<file path="src/rtl/tx_packet_builder_pkg.sv">
// tx_pkg: shared definitions for the TX packet builder.
//   mode_e  - command encodings carried on the mode input
//   state_e - builder FSM states
//   pkt_w / data_w - derived port widths
//   *_off   - bit offsets of each field inside pkt_data
package tx_pkg;

  typedef enum logic [1:0] {
    MODE_CLR  = 2'b00,
    MODE_HDR  = 2'b01,
    MODE_DATA = 2'b10,
    MODE_SEND = 2'b11
  } mode_e;

  typedef enum logic [1:0] {
    IDLE,
    COLLECT,
    FULL,
    SEND
  } state_e;

  function automatic int pkt_w(int id_w, int len_w, int max_bytes);
    return 2 * id_w + len_w + 8 * max_bytes;
  endfunction

  // Operand must be wide enough for a full header or a payload byte.
  function automatic int data_w(int id_w, int len_w);
    return (2 * id_w + len_w > 8) ? 2 * id_w + len_w : 8;
  endfunction

  function automatic int len_off(int max_bytes);
    return 8 * max_bytes;
  endfunction

  function automatic int src_off(int len_w, int max_bytes);
    return len_w + 8 * max_bytes;
  endfunction

  function automatic int dest_off(int id_w, int len_w, int max_bytes);
    return id_w + len_w + 8 * max_bytes;
  endfunction

  // Payload byte 0 sits directly below the length field (MSB first).
  function automatic int byte_off(int idx, int max_bytes);
    return 8 * (max_bytes - 1 - idx);
  endfunction

endpackage

</file>
<file path="src/rtl/tx_packet_builder_if.sv">
// tx_packet_builder_if: valid/ready packet channel.
//   pkt_data  - packet {dest, src, len, payload}
//   pkt_valid - packet offered
//   pkt_ready - downstream accept
// master drives data/valid, slave drives ready.
interface tx_packet_builder_if
  import tx_pkg::*;
#(
  parameter int PKT_W = pkt_w(2, 5, 16)
);
  logic [PKT_W-1:0] pkt_data;
  logic             pkt_valid;
  logic             pkt_ready;

  modport master (output pkt_data, output pkt_valid, input pkt_ready);
  modport slave  (input pkt_data, input pkt_valid, output pkt_ready);
endinterface

</file>
<file path="src/rtl/tx_packet_builder_load_sync.sv">
// tx_load_sync: 2-flop synchroniser plus falling-edge detector for the raw
// active-low load key.
//   clk, rst - clock, asynchronous active-high reset
//   load     - raw key (idle high)
//   fall     - one-cycle pulse per falling edge; a command sampled with it
//              lands on the 3rd rising clk edge after the pin falls
module tx_load_sync (
  input  logic clk,
  input  logic rst,
  input  logic load,
  output logic fall
);
  logic sync_p0, sync_p1, prev_p2;

  // Flops reset to 1 so a released key never looks like an edge.
  always_ff @(posedge clk or posedge rst) begin
    if (rst) begin
      sync_p0 <= 1'b1;
      sync_p1 <= 1'b1;
      prev_p2 <= 1'b1;
    end else begin
      sync_p0 <= load;
      sync_p1 <= sync_p0;
      prev_p2 <= sync_p1;
    end
  end

  assign fall = prev_p2 & ~sync_p1;
endmodule

</file>
<file path="src/rtl/tx_packet_builder.sv">
// tx_packet_builder: assembles a {dest, src, len, payload} packet from
// key-entered commands and offers it on a valid/ready channel.
//   clk, rst     - clock, asynchronous active-high reset
//   load         - raw active-low command key
//   mode, data   - command and operand
//   pkt_if       - packet channel (master side)
//   flag_status  - [1] header loaded, [0] payload complete
//   byte_cnt     - payload bytes loaded
//   err          - sticky command error
//   test_mode    - error-injection request
// Optional feature: define TX_TEST_MODE_EN so a send command latches data[0]
// into test_mode; otherwise test_mode is constant 0.
module tx_packet_builder
  import tx_pkg::*;
#(
  parameter int MAX_BYTES = 16,
  parameter int ID_W      = 2,
  parameter int LEN_W     = 5,
  localparam int DATA_W   = data_w(ID_W, LEN_W),
  localparam int PKT_W    = pkt_w(ID_W, LEN_W, MAX_BYTES)
) (
  input  logic                clk,
  input  logic                rst,
  input  logic                load,
  input  logic [1:0]          mode,
  input  logic [DATA_W-1:0]   data,
  tx_packet_builder_if.master pkt_if,
  output logic [1:0]          flag_status,
  output logic [LEN_W-1:0]    byte_cnt,
  output logic                err,
  output logic                test_mode
);
  localparam int LEN_OFF  = len_off(MAX_BYTES);
  localparam int SRC_OFF  = src_off(LEN_W, MAX_BYTES);
  localparam int DEST_OFF = dest_off(ID_W, LEN_W, MAX_BYTES);
  localparam logic [LEN_W-1:0] MAX_LEN = LEN_W'(MAX_BYTES);

  logic cmd;

  tx_load_sync u_sync (
    .clk  (clk),
    .rst  (rst),
    .load (load),
    .fall (cmd)
  );

  state_e           state_q, state_n;
  logic [PKT_W-1:0] pkt_q, pkt_n;
  logic             vld_q, vld_n;
  logic [1:0]       flag_q, flag_n;
  logic [LEN_W-1:0] cnt_q, cnt_n;
  logic             err_q, err_n;
`ifdef TX_TEST_MODE_EN
  logic             tm_q, tm_n;
`endif

  logic [ID_W-1:0]  hdr_dest, hdr_src;
  logic [LEN_W-1:0] hdr_len, len_clamped, cur_len;

  // Header fields occupy the operand MSBs in packet order.
  assign hdr_dest    = data[DATA_W-1 -: ID_W];
  assign hdr_src     = data[DATA_W-1-ID_W -: ID_W];
  assign hdr_len     = data[DATA_W-1-2*ID_W -: LEN_W];
  assign len_clamped = (hdr_len > MAX_LEN) ? MAX_LEN : hdr_len;
  assign cur_len     = pkt_q[LEN_OFF +: LEN_W];

  always_comb begin
    state_n = state_q;
    pkt_n   = pkt_q;
    vld_n   = vld_q;
    flag_n  = flag_q;
    cnt_n   = cnt_q;
    err_n   = err_q;
`ifdef TX_TEST_MODE_EN
    tm_n    = tm_q;
`endif

    // Transfer first; a coincident clear below overrides it.
    if (state_q == SEND && pkt_if.pkt_ready) begin
      vld_n   = 1'b0;
      flag_n  = 2'b00;
      state_n = IDLE;
    end

    if (cmd) begin
      case (mode_e'(mode))
        MODE_CLR: begin
          state_n = IDLE;
          pkt_n   = '0;
          vld_n   = 1'b0;
          flag_n  = 2'b00;
          cnt_n   = '0;
          err_n   = 1'b0;
`ifdef TX_TEST_MODE_EN
          tm_n    = 1'b0;
`endif
        end
        MODE_HDR: begin
          if (state_q == SEND) begin
            err_n = 1'b1;
          end else begin
            pkt_n = '0;
            pkt_n[DEST_OFF +: ID_W]  = hdr_dest;
            pkt_n[SRC_OFF +: ID_W]   = hdr_src;
            pkt_n[LEN_OFF +: LEN_W]  = len_clamped;
            cnt_n = '0;
            if (hdr_len > MAX_LEN) err_n = 1'b1;
            if (len_clamped == '0) begin
              flag_n  = 2'b11;
              state_n = FULL;
            end else begin
              flag_n  = 2'b10;
              state_n = COLLECT;
            end
          end
        end
        MODE_DATA: begin
          if (state_q == COLLECT) begin
            pkt_n[byte_off(int'(cnt_q), MAX_BYTES) +: 8] = data[7:0];
            cnt_n = cnt_q + 1'b1;
            if (cnt_n == cur_len) begin
              flag_n[0] = 1'b1;
              state_n   = FULL;
            end
          end else begin
            err_n = 1'b1;
          end
        end
        MODE_SEND: begin
          if (state_q == FULL) begin
            vld_n   = 1'b1;
            state_n = SEND;
          end else begin
            err_n = 1'b1;
          end
`ifdef TX_TEST_MODE_EN
          tm_n = data[0];
`endif
        end
        default: ;
      endcase
    end
  end

  always_ff @(posedge clk or posedge rst) begin
    if (rst) begin
      state_q <= IDLE;
      pkt_q   <= '0;
      vld_q   <= 1'b0;
      flag_q  <= 2'b00;
      cnt_q   <= '0;
      err_q   <= 1'b0;
`ifdef TX_TEST_MODE_EN
      tm_q    <= 1'b0;
`endif
    end else begin
      state_q <= state_n;
      pkt_q   <= pkt_n;
      vld_q   <= vld_n;
      flag_q  <= flag_n;
      cnt_q   <= cnt_n;
      err_q   <= err_n;
`ifdef TX_TEST_MODE_EN
      tm_q    <= tm_n;
`endif
    end
  end

  assign pkt_if.pkt_data  = pkt_q;
  assign pkt_if.pkt_valid = vld_q;
  assign flag_status      = flag_q;
  assign byte_cnt         = cnt_q;
  assign err              = err_q;
`ifdef TX_TEST_MODE_EN
  assign test_mode        = tm_q;
`else
  assign test_mode        = 1'b0;
`endif

endmodule

</file>
<file path="src/flat_wrapper.sv">
// flat-port wrapper written by rule: the top's interface ports become plain ports
module tx_packet_builder_flat import tx_pkg::*;
#(
  parameter int MAX_BYTES = 16,
  parameter int ID_W      = 2,
  parameter int LEN_W     = 5,
  localparam int DATA_W   = data_w(ID_W, LEN_W),
  localparam int PKT_W    = pkt_w(ID_W, LEN_W, MAX_BYTES)
)
  (clk, rst, load, mode, data, flag_status, byte_cnt, err, test_mode, pkt_if_pkt_data, pkt_if_pkt_valid, pkt_if_pkt_ready);
  tx_packet_builder_if #(.PKT_W((2 * ID_W + LEN_W + 8 * MAX_BYTES))) pkt_if_i ();
  input  logic clk;
  input  logic rst;
  input  logic load;
  input  logic [1:0] mode;
  input  logic [DATA_W-1:0] data;
  output logic [1:0] flag_status;
  output logic [LEN_W-1:0] byte_cnt;
  output logic err;
  output logic test_mode;
  output wire logic [$bits(pkt_if_i.pkt_data)-1:0] pkt_if_pkt_data;
  output wire logic [$bits(pkt_if_i.pkt_valid)-1:0] pkt_if_pkt_valid;
  input wire logic [$bits(pkt_if_i.pkt_ready)-1:0] pkt_if_pkt_ready;
  assign pkt_if_pkt_data = pkt_if_i.pkt_data;
  assign pkt_if_pkt_valid = pkt_if_i.pkt_valid;
  assign pkt_if_i.pkt_ready = pkt_if_pkt_ready;
  tx_packet_builder #(.MAX_BYTES(MAX_BYTES), .ID_W(ID_W), .LEN_W(LEN_W)) u_core (.clk(clk), .rst(rst), .load(load), .mode(mode), .data(data), .pkt_if(pkt_if_i), .flag_status(flag_status), .byte_cnt(byte_cnt), .err(err), .test_mode(test_mode));
endmodule
</file>
<file path="config.mk">
export PLATFORM = sky130hd
export DESIGN_NAME = tx_packet_builder_flat
export DESIGN_NICKNAME = d
export VERILOG_FILES = /design/src/rtl/tx_packet_builder_pkg.sv /design/src/rtl/tx_packet_builder_if.sv /design/src/rtl/tx_packet_builder_load_sync.sv /design/src/rtl/tx_packet_builder.sv /design/src/flat_wrapper.sv
export SDC_FILE = /design/constraint.sdc
export NUM_CORES = 1
export LEC_CHECK = 0
export CORE_UTILIZATION = 31
export DETAILED_ROUTE_END_ITERATION = 8
export GPL_TIMING_DRIVEN = 1
export SYNTH_ARGS = -nofsm -noshare
export SYNTH_HDL_FRONTEND = slang
export SYNTH_SLANG_ARGS = --single-unit
</file>
<file path="constraint.sdc">
create_clock -name clk -period 6.18 [get_ports clk]
set_input_delay 1.236 -clock clk [delete_from_list [all_inputs] [get_ports clk]]
set_output_delay 1.236 -clock clk [all_outputs]
set_load 0.01 [all_outputs]
</file>
* After elaboration in Yosys (flattened, before gate mapping)
Index checks and enable logic that the tools add are counted. W data, S select, Z words.
Storage, ports and cells: register bits after elaboration 151, output and inout bits 147
Operators by class: $add $sub $neg 3, $lt $le $gt $ge 1, equality and inequality tests 12, shift-type cells 2, muxes and demuxes 33, bitwise logic cells 2, reductions and logical operators 6
Operators with widths (number):
- $pmux W137 S3 | 1
- $mux W137 | 2
- $bwmux W137 | 1
- $shift A8 B33 Y137 const A | 1
- $shiftx A8 B33 Y137 | 1
- $neg A32 Y33 | 1
- $mux W2 | 10
- $mux W5 | 3
- $pmux W5 S3 | 1
- $mux W1 | 10
- $eq A2 B2 Y1 const B | 4
- $pmux W2 S4 | 1
- $reduce_and A4 Y1 | 2
- $ne A2 B2 Y1 const B | 3
- $sub A4 B5 Y6 const A | 1
- $add A5 B1 Y5 const B | 1
- $eq A5 B5 Y1 | 1
- $gt A5 B5 Y1 const B | 1
- $logic_not A5 Y1 | 1
- $eq A2 B1 Y1 const B | 2
- $pmux W1 S2 | 2
- $pmux W1 S4 | 1
- $ne A3 B1 Y1 const B | 1
- $pmux W1 S3 | 1
- 6 further kinds | 6

* Longest topological paths before layout
word-level depth 7, gate-level depth with buffers 12, depth with buffers taken out 10

* Modules after synthesis
From an unflattened synthesis, not the netlist that was laid out.
Unflattened totals: cells, all modules 586, area, all modules 6950.4 um^2
By module, submodules not included:
- tx_packet_builder | times used 1, cells each 581, area each 6854.1 um^2
- tx_load_sync | times used 1, cells each 5, area each 96.3 um^2

* Worst setup path before layout
OpenSTA, ideal clock, no wires.
kind input port to flip-flop, from input mode[0], to register u_core.pkt_q[10] (netlist: u_core.pkt_if.pkt_data[10]), library setup time 78 ps, arrival 2812 ps, data required time 6102 ps, slack 3290 ps, stages 8, path through ha_1 > nor4b_4 > nor3b_4 > o2111a_1 > buf_2 > and2_1 > buf_4 > o2bb2ai_1
On the way: cells in the longest elaborated chain, start to end 3, elaborated cells between the ends (all ways) 8, those cells by class eq/ne (4); mux (1); reduce/logical (3)
RTL lines:
- from (decl) | RTL line flat_wrapper.sv:15 | input logic [1:0] mode;
- $eq A2 B1 Y1 (tied with other cells) | RTL line tx_packet_builder.sv:86 | case (mode_e'(mode))
- $ne A2 B2 Y1 (no source line) (tied with other cells)
- $reduce_and A4 Y1 (no source line)
- to (signal assigned) | RTL line tx_packet_builder.sv:158 | pkt_q <= pkt_n;
- to (decl) | RTL line tx_packet_builder.sv:48 | logic [PKT_W-1:0] pkt_q, pkt_n;
Several ways; a longest one is shown, not always the timed one. A chain may end at the register's enable or synchronous reset.

* Final worst setup path
from input mode[0], to register u_core.pkt_q[8] (netlist: u_core.pkt_if.pkt_data[8])
Same word-level chain as after synthesis.

==> flow_metrics.py <==
metrics = {
    "setup_path": {
        "cpPeakStageDelay_ns": 0.68,
        "r2r_cells": 8,
        "crit_buf_inv": 3,
        "timing.rr.start": "u_core.byte_cnt[0]$_DFFE_PP0P_",
        "critPathLaunchType": "primary input",
        "cp.arrival_ns": 4.14,
        "crit_type": "in2reg",
        "crit_chain": "clkdlybuf4s50_1 > inv_1 > ha_1 > nand2_1 > nor3b_4 > buf_4 > o2111a_1 > and2_1 > o2bb2ai_1",
        "cp_max_fo": 18,
        "worstPathRequired_ns": 6.53,
        "r2r-end": "u_core.pkt_if.pkt_data[8]$_DFFE_PP0P_",
        "path_delay_family": "buffers and inverters",
        "cp_slowest_cell": "o2111a_1",
        "crit_path_end_kind": "register",
        "rrSetupSlack_ns": 2.42,
    },
    "sta": {
        "finalHoldViolCount": 0,
        "worst_slew_pin_slew_ns": 1.102,
        "setup_tns_ns": 0,
        "finalSetupViolations": 0,
        "grt_setup_unrepaired": "no",
        "whs_ns": 0.3566,
        "fmax_mhz": 264.2,
        "period_share_pct": 61.24,
        "setup_slack_ns": 2.395,
        "fin_skew_ns": 0.01029,
        "slew_violations": 0,
        "final.min_clock_period_ns": 3.785,
        "slew_headroom_pct": 26.33,
    },
    "routing": {
        "vias_per_cell": 5.212,
        "wl_per_cell_um": 20.25,
        "routed_wl_um": 20870,
        "drc": 0,
        "drt_first_pass_iters": 7,
        "first_iter_violations": 304,
        "ant_nets": 0,
        "dr_total_vias": 5374,
    },
    "clock_network": {
        "clock_sinks": 151,
        "post_cts_buffers": 0,
        "clk_latency_ns": 0.43,
        "ctsHoldBuffers": 0,
        "cts_max_level": 4,
        "cts_tree": "built",
        "clockBufferDepth": 2,
        "clockRootBuffer": "clkbuf_16",
        "clkSlewWorstSetupHoldPaths_ns": 0.06,
        "cts_made_buffers": 17,
        "cts_resized": 0,
    },
    "layout": {
        "fillCellCount": 2083,
        "diodes": 0,
        "nNetsFinal": 765,
        "fin_util_pct": 42.45,
        "final_common_cell": "clkdlybuf4s50_1",
        "final_cell_mix": "clkdlybuf4s50_1, dfrtp_1, a22o_1",
        "stdcell_count": 1031,
        "fin_area_sq_um": 9264,
        "final_layout_size_suffix_gt1_share_pct": 9.055,
        "synthToLayoutAreaGrowth_pct": 33.89,
    },
    "placement": {
        "dp.cells": 999,
        "numPortBuffers": 160,
        "gp_congestion": 0.8198,
        "dpl_cell_area_sq_um": 8681,
        "pre_cts_ws_ns": 1.986,
        "hpwl_um": 13810,
    },
    "yosys": {
        "syn_inst": 605,
        "syn_nets": 632,
        "synthFlopType": "dfrtp_1",
        "ys_ff_latch": 151,
        "syn_area_per_cell_sq_um": 11.44,
        "ys_seq_area_share_pct": 54.67,
        "syn-cell-area_sq_um": 6919,
        "synth_enable_flop_cells": 0,
        "yosys_warnings": 0,
        "async_reset_ff_share_pct": 100.0,
        "ys_types": 68,
    },
    "die": {
        "die_h_um": 151.4,
        "initial_core_util_pct": 31.71,
        "rows": 54,
        "coreArea_sq_um": 21820,
        "die_area_sq_um": 22920,
        "num_io_pins": 162,
        "dieWidth_um": 151.4,
    },
    "grt": {
        "grt_pass1_vias": 5359,
        "antenna_found_initial": 0,
        "overflow": 0,
        "grt_pass1_wl_um": 31910,
        "grt_max_degree": 80,
        "grt_usage_pct": 18.78,
    },
    "outcome": {
        "outcome": "finished clean",
    },
    "job": {
        "max-cap-violations": 0,
    },
    "min_path": {
        "min_path_type": "reg2reg",
        "whs_endpoint": "u_core.u_sync.sync_p1$_DFF_PP1_",
        "worstHoldPathCells": 0,
        "min_from": "u_core.u_sync.sync_p0$_DFF_PP1_",
    },
    "power": {
        "vdd_ir_drop_max_mv": 0.1764,
        "fin_total_pwr_mw": 2.259,
        "p_leak_nw": 3.929,
        "pwr_density_cell_nw_per_um2": 243.9,
    },
}
registers in the layout, summed over array words and instances (netlist names):
register,count
u_core.pkt_if.pkt_data,137
u_core.flag_status,2
u_core.state_q,2
u_core.u_sync.prev_p2,1
u_core.pkt_if.pkt_valid,1
u_core.err,1
u_core.byte_cnt,5
u_core.u_sync.sync_p1,1
u_core.u_sync.sync_p0,1
how the worst max path moves through the flow:
stage                                                         end  cells past startpoint  slack (ns)                            from
after global placement    u_core.pkt_if.pkt_data[104]$_DFFE_PP0P_                      9        2.08                         mode[0]
after detailed placement  u_core.pkt_if.pkt_data[108]$_DFFE_PP0P_                      9        1.99                         mode[0]
after CTS                  u_core.pkt_if.pkt_data[11]$_DFFE_PP0P_                      9        2.43                         mode[0]
after floorplan                    u_core.byte_cnt[0]$_DFFE_PP0P_                      1        0.88                             rst
final                       u_core.pkt_if.pkt_data[8]$_DFFE_PP0P_                      9        2.40                         mode[0]
after global routing        u_core.pkt_if.pkt_data[9]$_DFFE_PP0P_                      8        2.15  u_core.byte_cnt[0]$_DFFE_PP0P_
Yosys cell counts, types with 3 or more instances:
master | count | area (sq um)
a21o_1 | 9 | 67.56
a21oi_1 | 10 | 50.05
a21oi_2 | 3 | 26.28
a21oi_4 | 3 | 48.80
a22o_1 | 87 | 762.0
and2_1 | 15 | 93.84
buf_1 | 3 | 11.26
buf_2 | 21 | 105.1
buf_4 | 4 | 30.03
clkbuf_1 | 25 | 93.84
dfrtp_1 | 148 | 3704
dfstp_2 | 3 | 78.83
ha_1 | 12 | 150.1
inv_1 | 56 | 210.2
nand2_1 | 21 | 78.83
nand2b_1 | 4 | 25.02
nand3_1 | 25 | 125.1
nor2_1 | 7 | 26.28
nor2b_1 | 3 | 18.77
nor3_1 | 6 | 30.03
o2111a_1 | 5 | 56.30
o2111ai_1 | 9 | 78.83
o211a_1 | 3 | 30.03
o21ai_0 | 25 | 125.1
o21ai_2 | 3 | 26.28
o221ai_1 | 3 | 26.28
o2bb2ai_1 | 33 | 289.0
xnor2_1 | 6 | 52.55
xor2_1 | 3 | 26.28
routing by layer:
metal	routed length, um	track usage (%)	up-vias
met1	9189	25.03	2716
met2	9981	29.29	162
met3	1347	5.090	26
li1	-	-	2470
met5	0	0	-
met4	354	6.350	0
layout make-up:
| class | count | area [sq um] | area share, % |
|---|---|---|---|
| timing repair buffer | 169 | 1669 | 18.02 |
| tap | 280 | 350.3 | 3.782 |
| clock inverter | 11 | 112.6 | 1.216 |
| clock buffer | 21 | 470.5 | 5.078 |
| sequential | 151 | 3782 | 40.83 |
| multi-input combinational | 343 | 2664 | 28.75 |
| inverter | 56 | 215.2 | 2.323 |
cells by family (layout without fill, tap and decap cells):
kind of cell	Yosys count	count (layout)	share of synthesized area, %
buffers and inverters	111	257	6.890
AND/OR/NAND/NOR	104	104	8.951
XOR/XNOR	9	9	1.139
AO/OA/AOI/OAI	215	215	25.77
flip-flops	151	151	54.67
other	1	1	0.05420
multiplexers	2	2	0.3616
adder cells (fa/ha/maj)	12	12	2.170
report_power, final:
| part | leakage [nW] | internal [mW] | switching (mW) |
|---|---|---|---|
| clock | 0.279 | 0.594 | 0.444 |
| combinational | 1.56 | 0.0685 | 0.126 |
| sequential | 2.09 | 1.00 | 0.0236 |
| total | 3.93 | 1.67 | 0.593 |
No activity file was read; power rests on OpenSTA's default activity.
